--- src/rtl/pipeline_hazard_ctrl_pkg.sv ---
// pipeline_pkg: shared widths, forwarding encodings and hazard FSM states for the ID-stage hazard unit.
package pipeline_pkg;

    localparam int ADDR_W = 4;
    localparam int DATA_W = 16;

    localparam logic [1:0] FWD_REG = 2'd0;
    localparam logic [1:0] FWD_MEM = 2'd1;
    localparam logic [1:0] FWD_WB  = 2'd2;

    localparam logic [1:0] S_RUN        = 2'd0;
    localparam logic [1:0] S_LOAD_STALL = 2'd1;
    localparam logic [1:0] S_FLUSH      = 2'd2;

    typedef enum logic [1:0] {
        HZ_RUN        = S_RUN,
        HZ_LOAD_STALL = S_LOAD_STALL,
        HZ_FLUSH      = S_FLUSH
    } hz_state_e;

    // A load in EX cannot forward yet, so only a non-load EX hit takes the MEM path.
    function automatic logic [1:0] fwd_encode(input logic ex_hit, input logic ex_load_hit, input logic mem_hit);
        return (ex_hit && !ex_load_hit) ? FWD_MEM : mem_hit ? FWD_WB : FWD_REG;
    endfunction

endpackage

--- src/rtl/pipeline_hazard_ctrl_if.sv ---
// pipeline_hazard_ctrl_if: pipeline-stage register info in, stall/flush/forward controls and counters out.
interface pipeline_hazard_ctrl_if
    import pipeline_pkg::*;
#(
    parameter int ADDR_W = pipeline_pkg::ADDR_W,
    parameter int CNT_W  = 16
);
    logic              id_valid;
    logic [ADDR_W-1:0] id_a_addr;
    logic [ADDR_W-1:0] id_b_addr;
    logic              id_a_used;
    logic              id_b_used;
    logic [ADDR_W-1:0] ex_c_addr;
    logic              ex_reg_write;
    logic              ex_data_read;
    logic [ADDR_W-1:0] mem_c_addr;
    logic              mem_reg_write;
    logic              branch_taken;
    logic              stall_pc;
    logic              stall_id;
    logic              flush_if_id;
    logic              bubble_ex;
    logic [1:0]        fwd_a_sel;
    logic [1:0]        fwd_b_sel;
    logic [CNT_W-1:0]  stall_count;
    logic [CNT_W-1:0]  flush_count;

    modport master (
        output id_valid, id_a_addr, id_b_addr, id_a_used, id_b_used,
        output ex_c_addr, ex_reg_write, ex_data_read, mem_c_addr, mem_reg_write, branch_taken,
        input  stall_pc, stall_id, flush_if_id, bubble_ex, fwd_a_sel, fwd_b_sel, stall_count, flush_count
    );

    modport slave (
        input  id_valid, id_a_addr, id_b_addr, id_a_used, id_b_used,
        input  ex_c_addr, ex_reg_write, ex_data_read, mem_c_addr, mem_reg_write, branch_taken,
        output stall_pc, stall_id, flush_if_id, bubble_ex, fwd_a_sel, fwd_b_sel, stall_count, flush_count
    );
endinterface

--- src/rtl/pipeline_hazard_ctrl_src_cmp.sv ---
// hazard_src_cmp: per-source compare of one ID operand against the EX and MEM destinations.
module hazard_src_cmp #(
    parameter int ADDR_W = 4
) (
    input  logic              valid_i,
    input  logic              used_i,
    input  logic [ADDR_W-1:0] addr_i,
    input  logic [ADDR_W-1:0] ex_addr_i,
    input  logic              ex_we_i,
    input  logic              ex_load_i,
    input  logic [ADDR_W-1:0] mem_addr_i,
    input  logic              mem_we_i,
    output logic              ex_hit_o,
    output logic              ex_load_hit_o,
    output logic              mem_hit_o
);
    logic rd;

    // R0 is hard-wired zero, so it never creates a dependency.
    assign rd            = valid_i && used_i && (addr_i != '0);
    assign ex_hit_o      = rd && ex_we_i && (addr_i == ex_addr_i);
    assign ex_load_hit_o = ex_hit_o && ex_load_i;
    assign mem_hit_o     = rd && mem_we_i && (addr_i == mem_addr_i);
endmodule

--- src/rtl/pipeline_hazard_ctrl.sv ---
// pipeline_hazard_ctrl: load-use stall / branch flush FSM, registered forwarding selects and saturating event counters.
module pipeline_hazard_ctrl
    import pipeline_pkg::*;
#(
    parameter int ADDR_W = pipeline_pkg::ADDR_W,
    parameter int CNT_W  = 16
) (
    input  logic                 CLK,
    input  logic                 RST,
    pipeline_hazard_ctrl_if.slave hz
);
    logic             a_ex, a_ld, a_mem, b_ex, b_ld, b_mem;
    logic             load_use, stall, flush, bubble;
    logic [1:0]       state_q, state_d;
    logic [1:0]       fwd_a_q, fwd_a_d, fwd_b_q, fwd_b_d;
    logic [CNT_W-1:0] stall_cnt_q, stall_cnt_d, flush_cnt_q, flush_cnt_d;

    hazard_src_cmp #(.ADDR_W(ADDR_W)) u_cmp_a (
        .valid_i      (hz.id_valid),
        .used_i       (hz.id_a_used),
        .addr_i       (hz.id_a_addr),
        .ex_addr_i    (hz.ex_c_addr),
        .ex_we_i      (hz.ex_reg_write),
        .ex_load_i    (hz.ex_data_read),
        .mem_addr_i   (hz.mem_c_addr),
        .mem_we_i     (hz.mem_reg_write),
        .ex_hit_o     (a_ex),
        .ex_load_hit_o(a_ld),
        .mem_hit_o    (a_mem)
    );

    hazard_src_cmp #(.ADDR_W(ADDR_W)) u_cmp_b (
        .valid_i      (hz.id_valid),
        .used_i       (hz.id_b_used),
        .addr_i       (hz.id_b_addr),
        .ex_addr_i    (hz.ex_c_addr),
        .ex_we_i      (hz.ex_reg_write),
        .ex_load_i    (hz.ex_data_read),
        .mem_addr_i   (hz.mem_c_addr),
        .mem_we_i     (hz.mem_reg_write),
        .ex_hit_o     (b_ex),
        .ex_load_hit_o(b_ld),
        .mem_hit_o    (b_mem)
    );

    // Stall only from RUN: in LOAD_STALL the load has moved to MEM and is forwarded instead.
    assign load_use = a_ld || b_ld;
    assign flush    = !RST && hz.branch_taken;
    assign stall    = !RST && !hz.branch_taken && (state_q == S_RUN) && load_use;
    assign bubble   = stall || flush;

    always_comb begin
        state_d     = (state_q == S_RUN) ? (hz.branch_taken ? S_FLUSH : load_use ? S_LOAD_STALL : S_RUN)
                    : (state_q == S_LOAD_STALL && hz.branch_taken) ? S_FLUSH : S_RUN;
        fwd_a_d     = bubble ? FWD_REG : fwd_encode(a_ex, a_ld, a_mem);
        fwd_b_d     = bubble ? FWD_REG : fwd_encode(b_ex, b_ld, b_mem);
        stall_cnt_d = (stall && stall_cnt_q != '1) ? stall_cnt_q + CNT_W'(1) : stall_cnt_q;
        flush_cnt_d = (flush && flush_cnt_q != '1) ? flush_cnt_q + CNT_W'(1) : flush_cnt_q;
    end

    always_ff @(posedge CLK) begin
        if (RST) begin
            state_q     <= S_RUN;
            fwd_a_q     <= FWD_REG;
            fwd_b_q     <= FWD_REG;
            stall_cnt_q <= '0;
            flush_cnt_q <= '0;
        end else begin
            state_q     <= state_d;
            fwd_a_q     <= fwd_a_d;
            fwd_b_q     <= fwd_b_d;
            stall_cnt_q <= stall_cnt_d;
            flush_cnt_q <= flush_cnt_d;
        end
    end

    assign hz.stall_pc    = stall;
    assign hz.stall_id    = stall;
    assign hz.flush_if_id = flush;
    assign hz.bubble_ex   = bubble;
    assign hz.fwd_a_sel   = fwd_a_q;
    assign hz.fwd_b_sel   = fwd_b_q;
    assign hz.stall_count = stall_cnt_q;
    assign hz.flush_count = flush_cnt_q;
endmodule

--- src/flat_wrapper.sv ---
// flat-port wrapper written by rule: the top's interface ports become plain ports
module pipeline_hazard_ctrl_flat import pipeline_pkg::*;
#(
    parameter int ADDR_W = pipeline_pkg::ADDR_W,
    parameter int CNT_W  = 16
)
  (CLK, RST, hz_id_valid, hz_id_a_addr, hz_id_b_addr, hz_id_a_used, hz_id_b_used, hz_ex_c_addr, hz_ex_reg_write, hz_ex_data_read, hz_mem_c_addr, hz_mem_reg_write, hz_branch_taken, hz_stall_pc, hz_stall_id, hz_flush_if_id, hz_bubble_ex, hz_fwd_a_sel, hz_fwd_b_sel, hz_stall_count, hz_flush_count);
  pipeline_hazard_ctrl_if #(.ADDR_W(ADDR_W), .CNT_W(CNT_W)) hz_i ();
  input  logic CLK;
  input  logic RST;
  input wire logic [$bits(hz_i.id_valid)-1:0] hz_id_valid;
  input wire logic [$bits(hz_i.id_a_addr)-1:0] hz_id_a_addr;
  input wire logic [$bits(hz_i.id_b_addr)-1:0] hz_id_b_addr;
  input wire logic [$bits(hz_i.id_a_used)-1:0] hz_id_a_used;
  input wire logic [$bits(hz_i.id_b_used)-1:0] hz_id_b_used;
  input wire logic [$bits(hz_i.ex_c_addr)-1:0] hz_ex_c_addr;
  input wire logic [$bits(hz_i.ex_reg_write)-1:0] hz_ex_reg_write;
  input wire logic [$bits(hz_i.ex_data_read)-1:0] hz_ex_data_read;
  input wire logic [$bits(hz_i.mem_c_addr)-1:0] hz_mem_c_addr;
  input wire logic [$bits(hz_i.mem_reg_write)-1:0] hz_mem_reg_write;
  input wire logic [$bits(hz_i.branch_taken)-1:0] hz_branch_taken;
  output wire logic [$bits(hz_i.stall_pc)-1:0] hz_stall_pc;
  output wire logic [$bits(hz_i.stall_id)-1:0] hz_stall_id;
  output wire logic [$bits(hz_i.flush_if_id)-1:0] hz_flush_if_id;
  output wire logic [$bits(hz_i.bubble_ex)-1:0] hz_bubble_ex;
  output wire logic [$bits(hz_i.fwd_a_sel)-1:0] hz_fwd_a_sel;
  output wire logic [$bits(hz_i.fwd_b_sel)-1:0] hz_fwd_b_sel;
  output wire logic [$bits(hz_i.stall_count)-1:0] hz_stall_count;
  output wire logic [$bits(hz_i.flush_count)-1:0] hz_flush_count;
  assign hz_i.id_valid = hz_id_valid;
  assign hz_i.id_a_addr = hz_id_a_addr;
  assign hz_i.id_b_addr = hz_id_b_addr;
  assign hz_i.id_a_used = hz_id_a_used;
  assign hz_i.id_b_used = hz_id_b_used;
  assign hz_i.ex_c_addr = hz_ex_c_addr;
  assign hz_i.ex_reg_write = hz_ex_reg_write;
  assign hz_i.ex_data_read = hz_ex_data_read;
  assign hz_i.mem_c_addr = hz_mem_c_addr;
  assign hz_i.mem_reg_write = hz_mem_reg_write;
  assign hz_i.branch_taken = hz_branch_taken;
  assign hz_stall_pc = hz_i.stall_pc;
  assign hz_stall_id = hz_i.stall_id;
  assign hz_flush_if_id = hz_i.flush_if_id;
  assign hz_bubble_ex = hz_i.bubble_ex;
  assign hz_fwd_a_sel = hz_i.fwd_a_sel;
  assign hz_fwd_b_sel = hz_i.fwd_b_sel;
  assign hz_stall_count = hz_i.stall_count;
  assign hz_flush_count = hz_i.flush_count;
  pipeline_hazard_ctrl #(.ADDR_W(ADDR_W), .CNT_W(CNT_W)) u_core (.CLK(CLK), .RST(RST), .hz(hz_i));
endmodule
--- config.mk ---
export PLATFORM = sky130hd
export DESIGN_NAME = pipeline_hazard_ctrl_flat
export DESIGN_NICKNAME = d
export VERILOG_FILES = /design/src/rtl/pipeline_hazard_ctrl_pkg.sv /design/src/rtl/pipeline_hazard_ctrl_if.sv /design/src/rtl/pipeline_hazard_ctrl_src_cmp.sv /design/src/rtl/pipeline_hazard_ctrl.sv /design/src/flat_wrapper.sv
export SDC_FILE = /design/constraint.sdc
export NUM_CORES = 1
export LEC_CHECK = 0
export CORE_MARGIN = 2
export CORE_UTILIZATION = 46
export CTS_CLUSTER_DIAMETER = 50
export DETAILED_ROUTE_END_ITERATION = 12
export GPL_TIMING_DRIVEN = 0
export PLACE_DENSITY = 0.85
export SYNTH_ARGS = -nofsm -noshare
export SYNTH_HDL_FRONTEND = slang
export SYNTH_SLANG_ARGS = --single-unit
export TNS_END_PERCENT = 30
--- constraint.sdc ---
create_clock -name CLK -period 2.85 [get_ports CLK]
set_input_delay 0.285 -clock CLK [delete_from_list [all_inputs] [get_ports CLK]]
set_output_delay 0.285 -clock CLK [all_outputs]
set_load 0.005 [all_outputs]
# Word level (Yosys, flattened, before mapping)
# Index checks and enable logic that the tools add are counted.
# word_totals
out_inout_bits	40
register_bits	38
inputBits	25
# classes
mux	8
eq_ne	7
addsub	2
n_reduce_logical	35
# op_table
cell	count
adder 16 x 1 -> 16 bit, second input constant	2
!= test 16 bit, second input constant	2
logical AND 1 bit	23
== test 4 bit	4
2-to-1 mux 2 bit	5
nonzero test 4 bit	2
OR reduction 3 bit	2
zero test 1 bit	4
2-to-1 mux 1 bit	3
== test 2 x 1 -> 1 bit, second input constant	1
zero test 2 bit	1
logical OR 1 bit	2
OR reduction 2 bit	1

# Depth between registers and ports, before layout
# Gate-level depths: netlist (run 1).
# logic_depth
depth_word	9
ltp_mapped	8
mapped_depth_nobuf	6

# By module
# A second synthesis (run 1) with hierarchy kept.
# unflattened
cells_unflattened	246
hier_area_um2	2138.3
# modules_own_cells
module	area_per_inst_um2	seq_area_each_um2	instances	cells_per_inst
pipeline_hazard_ctrl	1888.1	760.7	1	210
hazard_src_cmp	125.1	0.0	2	18

# Worst setup path after synthesis (run 1)
# OpenSTA, ideal clock, no wires.
# synth_timing
path_type	input-to-reg
from	input hz_id_b_addr[1]
to	register u_core.stall_cnt_q[7] (netlist: u_core.hz.stall_count[7])
path_stages	7
n_path_buf	1
setup_ns	0.070
t_arrival_ns	2.046
slack_ns	0.734
cell_sequence	xnor2_1 -> nand2_1 -> or4_1 -> clkbuf_2 -> a21oi_1 -> or4b_1 -> a21oi_1
# synth_via
elab_chain_cells	8
# synth_rtl
item	line_no	source
from (decl)	flat_wrapper.sv:13	input wire logic [$bits(hz_i.id_b_addr)-1:0] hz_id_b_addr;
nonzero test 4 bit	pipeline_hazard_ctrl_src_cmp.sv:20	assign rd = valid_i && used_i && (addr_i != '0);
logical AND 1 bit	pipeline_hazard_ctrl_src_cmp.sv:20	
logical AND 1 bit	pipeline_hazard_ctrl_src_cmp.sv:21	assign ex_hit_o = rd && ex_we_i && (addr_i == ex_addr_i);
logical AND 1 bit *	pipeline_hazard_ctrl_src_cmp.sv:21	
logical AND 1 bit *	pipeline_hazard_ctrl_src_cmp.sv:22	assign ex_load_hit_o = ex_hit_o && ex_load_i;
logical OR 1 bit *	pipeline_hazard_ctrl.sv:47	assign load_use = a_ld || b_ld;
logical AND 1 bit *	pipeline_hazard_ctrl.sv:49	assign stall = !RST && !hz.branch_taken && (state_q == S_RUN) && load_use;
via hz_stall_id	flat_wrapper.sv:23	output wire logic [$bits(hz_i.stall_id)-1:0] hz_stall_id;
logical AND 1 bit *	pipeline_hazard_ctrl.sv:57	stall_cnt_d = (stall && stall_cnt_q != '1) ? stall_cnt_q + CNT_W'(1) : stall_cnt_q;
to (signal assigned)	pipeline_hazard_ctrl.sv:72	stall_cnt_q <= stall_cnt_d;
to (decl)	pipeline_hazard_ctrl.sv:16	logic [CNT_W-1:0] stall_cnt_q, stall_cnt_d, flush_cnt_q, flush_cnt_d;
# Mark *: on every way through the listed nets, which the timed path passes. The rest lies on a longest branch.
# A chain may end at the register's enable or synchronous reset.

# Final worst setup path (run 1)
# layout_timing
from	input hz_id_b_addr[0]
to	output hz_bubble_ex
# layout_via
elab_chain_cells	8
# layout_rtl
item	line_no	source
nonzero test 4 bit	pipeline_hazard_ctrl_src_cmp.sv:20	
logical AND 1 bit	pipeline_hazard_ctrl_src_cmp.sv:20	
logical AND 1 bit	pipeline_hazard_ctrl_src_cmp.sv:21	
logical AND 1 bit *	pipeline_hazard_ctrl_src_cmp.sv:21	
logical AND 1 bit *	pipeline_hazard_ctrl_src_cmp.sv:22	
logical OR 1 bit *	pipeline_hazard_ctrl.sv:47	
logical AND 1 bit *	pipeline_hazard_ctrl.sv:49	
logical OR 1 bit *	pipeline_hazard_ctrl.sv:50	assign bubble = stall || flush;
to (decl)	flat_wrapper.sv:25	output wire logic [$bits(hz_i.bubble_ex)-1:0] hz_bubble_ex;
# Every way passes the cells marked *; elsewhere a longest branch is shown, timed or not.

==> summary.md, run 1 <==
| Metric | Value |
|---|---|
| Status | `finished clean` |
| Fin crit share | `a little over nine tenths` |
| P per Cell Area | `about 420 nW/µm²` |
| CP endpoint kind | `output port` |
| Final setup viols | `0` |
| Crit start category | `input pin` |
| Post-Route Setup TNS | `0 ns` |
| Global route total overflow | `0` |
| Post-synth EDFFs | `0` |
| DRC errors left | `0` |
| Initial antenna violation count | `0` |
| H-tree depth | `2` |
| Effective utilization at floorplan | `between 40 and 50%` |
| Mapped Cells | `240` |
| # IOs | `65` |
| Filler instances | `roughly 350` |
| Yosys top cell by area | `dfxtp_1` |
| Relative slew slack | `a little under three fifths` |
| Number of DRC markers in iteration 0 | `around 100` |
| Post-route insts no fill | `362` |
| Max-slew violation count | `0` |
| Final antenna-violating net count | `0` |
| FF-to-FF Start | `u_core.state_q[1]` |
| FF-to-FF setup slack | `0.74 ns` |
| Hpwl dp | `approximately 4000 µm` |
| Internal power | `between 900 and 1000 µW` |
| Multi-input logic area | `1200 µm²` |
| R2R cell count | `6` |
| Sequential-to-total area share from yosys stat | `38.0%` |
| Total track usage | `around 22%` |
| Share of total power in the clock network | `46.8%` |
| Yosys warnings | `0` |
| Row count | `23` |
| Post-synth top area share | `about two fifths` |
| Total power draw | `~1200 µW` |
| Reg2reg end | `u_core.hz.stall_count[12]` |
| CTS root buf | `clkbuf_8` |
| Hold-fix buffers, CTS | `0` |
| Drt total wl | `between 5000 and 6000 µm` |
| Worst-path clk slew | `0.08 ns` |
| Final Net Count | `around 340` |
| Layout area overhead | `43.9%` |
| Layout cells sized above 1 | `6.73%` |
| Placed standard-cell area | `around 2700 µm²` |
| Syn_nets | `between 200 and 300` |
| Clock Latency Late Sink | `approximately 0.29 ns` |
| Asr flop ratio synth | `0%` |
| CTS Sinks | `38` |
| Switch Pwr | `about 250 µW` |
| Hold WS | `roughly 0.42 ns` |
| Worst Clk Skew | `approximately 0.0044 ns` |
| Die Span X | `approximately 70 µm` |
| Crit path kind | `in2out` |
| Wire per inst | `14.5 µm` |
| Max Cap Viol | `0` |
| Slew of the pin with the lowest slew margin | `around 0.65 ns` |
| Vias in the first global route | `2018` |
| Worst Hold Path Cells | `1` |
| CP Max Fanout | `7` |
| Avg Inst Size Synth | `roughly 8.3 µm²` |
| Cell Area, Synth | `2000 µm²` |
| Core area | `roughly 4000 µm²` |
| Sequential power share | `between 40 and 50%` |
| Via Count | `2092` |
| Hold wc startpoint | `u_core.state_q[1]` |
| Die Y | `approximately 70 µm` |
| VDD IR-drop max | `~270 µV` |
| TritonCTS clock tree | `done` |
| Maximum number of pins on one net before global-route repair | `13` |
| Power share of the combinational group | `just under 9%` |
| Port buffer count | `between 60 and 70` |
| Clock buffer count from CTS | `5` |
| Seq. cell area | `roughly 760 µm²` |
| Ys flop type | `dfxtp_1` |
| RSZ-0062 raised after global routing | `false` |
| Longest Clk Path Bufs | `2` |
| Worst min-delay path class | `reg2reg` |
| #FFs+latches synth | `38` |
| Hold Path End | `u_core.state_q[1]` |
| Switching fraction of total power | `20.4%` |
| First-pass iteration count of the detailed router | `4` |
| Synth cell types | `40` |
| Leakage | `0.00101 µW` |
| Placer Congestion | `about 0.87` |
| Synth area leaders | `dfxtp_1 (38%), xnor2_1 (7.4%), xor2_1 (5.3%)` |
| Post-route cell area | `around 2900 µm²` |
| Max Fclk | `around 0.36 GHz` |
| DR vias/cell | `~5.8` |
| Dpl cells | `between 300 and 400` |
| Worst Path Arrival | `approximately 2.5 ns` |
| First-pass GRT wire length | `between 8000 and 9000 µm` |
| CP required | `around 2.6 ns` |
| Fin crit period | `approximately 2.8 ns` |
| Die Area | `4890 µm²` |
| Ant. Diodes | `0` |
| Final hold violations | `0` |
[placed cells by master (no fill, tap or decap), types with 2 or more instances in the layout]
cell and instances:
and2_1 3, clkbuf_1 6, buf_4 3, nor3_1 10
nor4_1 6, o2111ai_1 2, nand3_1 9, clkdlybuf4s50_1 56
a21oi_1 17, or3_1 7, nand2_1 21, clkbuf_8 6
ha_1 2, and3_1 6, or4_1 4, dlygate4sd2_1 4
dlymetal6s2s_1 4, nor2_1 22, bufinv_16 2, nand4_1 8
inv_1 2, mux2_2 3, a31oi_1 3, nor2b_1 5
xor2_1 12, dfxtp_1 38, and4_1 4, o31ai_1 3
a311oi_1 2, xnor2_1 17, o21ai_0 9
[Yosys cell counts (2+ instances only)]
| library cell | n |
|---|---|
| xor2_1 | 12 |
| nand4_1 | 8 |
| nor2_1 | 22 |
| dfxtp_1 | 38 |
| nor4_1 | 6 |
| and2_1 | 3 |
| or4_1 | 5 |
| o2111ai_1 | 2 |
| or3_1 | 7 |
| and3_1 | 6 |
| o21ai_0 | 9 |
| nor2b_1 | 5 |
| a21oi_1 | 18 |
| a311oi_1 | 2 |
| ha_1 | 2 |
| xnor2_1 | 17 |
| o31ai_1 | 3 |
| nand3_1 | 10 |
| nor3_1 | 10 |
| clkbuf_1 | 7 |
| and4_1 | 4 |
| mux2_2 | 3 |
| nand2_1 | 21 |
| inv_1 | 2 |
| a31oi_1 | 3 |
[kinds of logic (layout without fill, tap and decap cells)]
family	count (synthesis)	in the layout	share of synthesized area, %
simple gates	114	114	30.5
compound gates	41	41	12.4
flops	38	38	38.0
xor+xnor	29	29	12.7
buf+inv	12	84	2.88
mux	4	4	2.19
fa+ha+maj	2	2	1.25
[metal layers]
metal	vias up	track usage (%)	routed length, µm
li1	1020	-	-
met3	7	5.34	300
met1	990	24.6	2130
met5	-	0	0
met4	0	8.76	83
met2	75	40.7	2750
[state kept, by name (all words and copies together) (netlist names)]
signal,flops
u_core.hz.flush_count,16
u_core.hz.stall_count,16
u_core.hz.fwd_a_sel,2
u_core.hz.fwd_b_sel,2
u_core.state_q,2
[how the worst max path moves through the flow]
stage               startpoint                  endpoint  slack, ns  cells after the start
3_3_place_gp   hz_id_a_addr[3]              hz_bubble_ex      -0.27                      8
2_1_floorplan  hz_id_b_addr[1]  u_core.hz.stall_count[7]       0.73                      7
5_1_grt        hz_id_a_addr[1]              hz_bubble_ex      0.009                      7
6_report       hz_id_b_addr[0]              hz_bubble_ex       0.08                      8
3_5_place_dp   hz_id_a_addr[3]               hz_stall_pc      -0.33                      8
4_1_cts        hz_id_a_addr[3]              hz_bubble_ex       0.03                      7
[timing repair]
action,in CTS,in global routing
pin swaps,1,2
setup endpoints to repair,3,2
gates resized for setup,9,5
setup buffers,1,0
[final cells by class]
| type | instances | share of cell area (%) |
|---|---|---|
| inverters | 2 | 0.261 |
| well taps | 50 | 2.17 |
| multi-input cells | 190 | 41.8 |
| plain buffers | 9 | 1.70 |
| clock buffers | 6 | 2.87 |
| repair buffers | 65 | 22.7 |
| clock inverters | 2 | 2.09 |
| flip-flops and latches | 38 | 26.4 |
[per-stage QoR]
stage          worst slack [ns]  utilization, %
6_report                 0.0841            70.4
5_1_grt                 0.00943            70.4
4_1_cts                  0.0290            70.1
3_5_place_dp             -0.331            66.1
3_3_place_gp             -0.271            66.1
2_1_floorplan             0.734               -
[worst max-delay path, stage by stage]
cell and delay, ns:
dlygate4sd2_1 0.29, or4_2 0.70, nand3_2 0.12, or4_1 0.10, buf_4 0.15, a21oi_4 0.08
or2_2 0.30, clkdlybuf4s50_1 0.45
[power groups by stage]
stage	registers, µW	logic [µW]	clock network (µW)
final	537	106	565
after floorplan	549	44.4	0
after detailed placement	550	107	0
after CTS	537	107	573
after global routing	538	115	596
after global placement	549	104	0
(Power assumes the default switching activity.)
==> run 2, diff against run 1 <==
--- a/config.mk
+++ b/config.mk
@@ -7,2 +7,3 @@
 export LEC_CHECK = 0
+export CAP_MARGIN = 30
 export CORE_MARGIN = 2
--- a/constraint.sdc
+++ b/constraint.sdc
@@ -3,2 +3,2 @@
 set_output_delay 0.285 -clock CLK [all_outputs]
-set_load 0.005 [all_outputs]
+set_load 0.1 [all_outputs]
==> run 2 against run 1 <==
- global-route usage fell by 1.5 points
- critical path depth shrank 1
- clock skew about the same
- non-clock buffer count stayed put
- die area stayed put
- final cell count did not move
- total power down 13%
- setup slack gained 0.037 ns
- combinational power rose by 28%
- core utilization fell by 1.7 points
- first-iteration DRC count did not move
- register-to-register slack barely moved
==> summary.md, run 2 (synthesis results as in run 1) <==
| Metric | Value |
|---|---|
| Multi-input logic area | `1190 µm²` |
| Initial antenna violation count | `0` |
| Crit path kind | `in2out` |
| Placer Congestion | `a little under 0.9` |
| Final antenna-violating net count | `0` |
| Final Net Count | `338` |
| CP required | `between 2 and 3 ns` |
| VDD IR-drop max | `173 µV` |
| Vias in the first global route | `roughly 1900` |
| Fin crit share | `between 90% and 100%` |
| Core area | `approximately 4100 µm²` |
| Leakage | `roughly 0.00096 µW` |
| Commonest non-fill, non-tap cell in the layout | `clkdlybuf4s50_1` |
| Worst Path Arrival | `around 2.4 ns` |
| Total power draw | `1050 µW` |
| First-pass iteration count of the detailed router | `4` |
| Clock Latency Late Sink | `about 0.28 ns` |
| Dpl cells | `354` |
| Slew of the pin with the lowest slew margin | `about 0.99 ns` |
| Largest stage delay on the critical path | `between 0.5 and 0.6 ns` |
| Worst Clk Skew | `between 0.004 and 0.005 ns` |
| Worst min-delay path class | `reg2reg` |
| First-pass GRT wire length | `approximately 8300 µm` |
| Die Area | `between 4000 and 5000 µm²` |
| Clock buffer count from CTS | `5` |
| P per Cell Area | `between 300 and 400 nW/µm²` |
| TritonCTS clock tree | `done` |
| Final setup viols | `0` |
| Port buffer count | `64` |
| Drt total wl | `4950 µm` |
| Crit path cell chain | `clkdlybuf4s50_1 > xnor2_1 > nand2_1 > or4_1 > clkbuf_2 > a21oi_4 > buf_2` |
| CP Max Fanout | `7` |
| Number of DRC markers in iteration 0 | `between 100 and 150` |
| Effective utilization at floorplan | `between 40% and 50%` |
| Seq. cell area | `between 700 and 800 µm²` |
| Final hold violations | `0` |
| Max Cap Viol | `0` |
| CTS Sinks | `38` |
| Max Fclk | `between 0.3 and 0.4 GHz` |
| DRC errors left | `0` |
| Postcts setup bufs | `0` |
| Wire per inst | `13.7 µm` |
| Setup ws final | `approximately 0.12 ns` |
| Post-route insts no fill | `about 360` |
| CTS root buf | `clkbuf_8` |
| CP delay by family, top | `buffers and inverters` |
| Slowest cell on the critical path | `clkdlybuf4s50_1` |
| H-tree depth | `2` |
| Worst-path clk slew | `0.07 ns` |
| Max-slew violation count | `0` |
| Fin crit period | `2.73 ns` |
| Die Span X | `between 60 and 70 µm` |
| # IOs | `65` |
| Status | `finished clean` |
| Ant. Diodes | `0` |
| Bufs and invs on worst path | `3` |
| DP Worst Slack | `-0.769 ns` |
| Relative slew slack | `34.1%` |
| Maximum number of pins on one net before global-route repair | `12` |
| Total track usage | `between 20% and 30%` |
| DR vias/cell | `between 5 and 6` |
| CP endpoint kind | `output port` |
| Crit start category | `input pin` |
| Layout cells sized above 1 | `roughly 7.1%` |
| Layout area overhead | `40.4%` |
| Longest Clk Path Bufs | `2` |
| Util after Layout | `approximately 69%` |
| Die Y | `around 70 µm` |
| Global route total overflow | `0` |
| Filler instances | `between 300 and 400` |
| Commonest cells after routing, fill and taps aside | `clkdlybuf4s50_1 (59), dfxtp_1 (38), nor2_1 (22)` |
| Via Count | `2030` |
| Row count | `23` |
| RSZ-0062 raised after global routing | `false` |
| Hpwl dp | `approximately 3800 µm` |
[run 2: changes by cell type in the layout (fill, tap and decap cells not counted), moves of 2 or more]
| cell | previous run | this run |
|---|---|---|
| bufinv_16 | 2 | 0 |
| clkdlybuf4s50_1 | 56 | 59 |
| dlygate4sd2_1 | 4 | 1 |
| dlymetal6s2s_1 | 4 | 1 |
[run 2: per-layer routing]
metal	share of wire (%)	track usage [%]
met5	0	0
met4	0.75	5.56
met3	6.0	5.05
met2	50	37.1
met1	43	24.7
[run 2: power breakdown]
part / switching (µW) / internal, µW / leakage, µW
logic: 78.1 / 57.8 / 0.000610
clock network: 185 / 195 / 0.0000482
registers: 3.18 / 534 / 0.000306
total: 267 / 787 / 0.000964
[run 2: layout make-up]
class | count | share of cell area, %
Clock buffer | 7 | 3.08
Tap cell | 50 | 2.23
Inverter | 2 | 0.267
Buffer | 10 | 1.92
Sequential cell | 38 | 27.1
Multi-Input combinational cell | 190 | 42.6
Clock inverter | 1 | 0.178
Timing Repair Buffer | 64 | 22.6
[run 2: path summary, 6_finish.rpt]
path,startpoint,endpoint,slack (ns),depth (start not counted)
setup / recovery,hz_id_a_addr[1],hz_stall_id,0.12,7
hold / removal,u_core.state_q[1],u_core.state_q[1],0.45,1
setup reg to reg,u_core.state_q[1],u_core.hz.stall_count[12],0.75,6
hold reg to reg,u_core.state_q[1],u_core.state_q[1],0.45,1
[run 2: metrics by stage]
stage	cell area [µm²]	TNS, ns	hold slack (ns)
2_1_floorplan	2010	0	0.364
3_3_place_gp	2720	-2.20	0.405
3_5_place_dp	2720	-2.34	0.426
4_1_cts	2800	0	0.441
5_1_grt	2810	0	0.466
6_report	2810	0	0.446
[run 2: worst register-to-register path, stage by stage (launching register included)]
cell and delay (ns):
dfxtp_1 0.32, nor4_1 0.35, nand2_1 0.27, nor2_1 0.22, o21ai_0 0.18, nor3b_1 0.28, mux2_2 0.37
[run 2: repair_timing]
item,CTS,global route
hold buffers,0,0
gates resized for setup,19,4
endpoints found under the setup margin,4,2
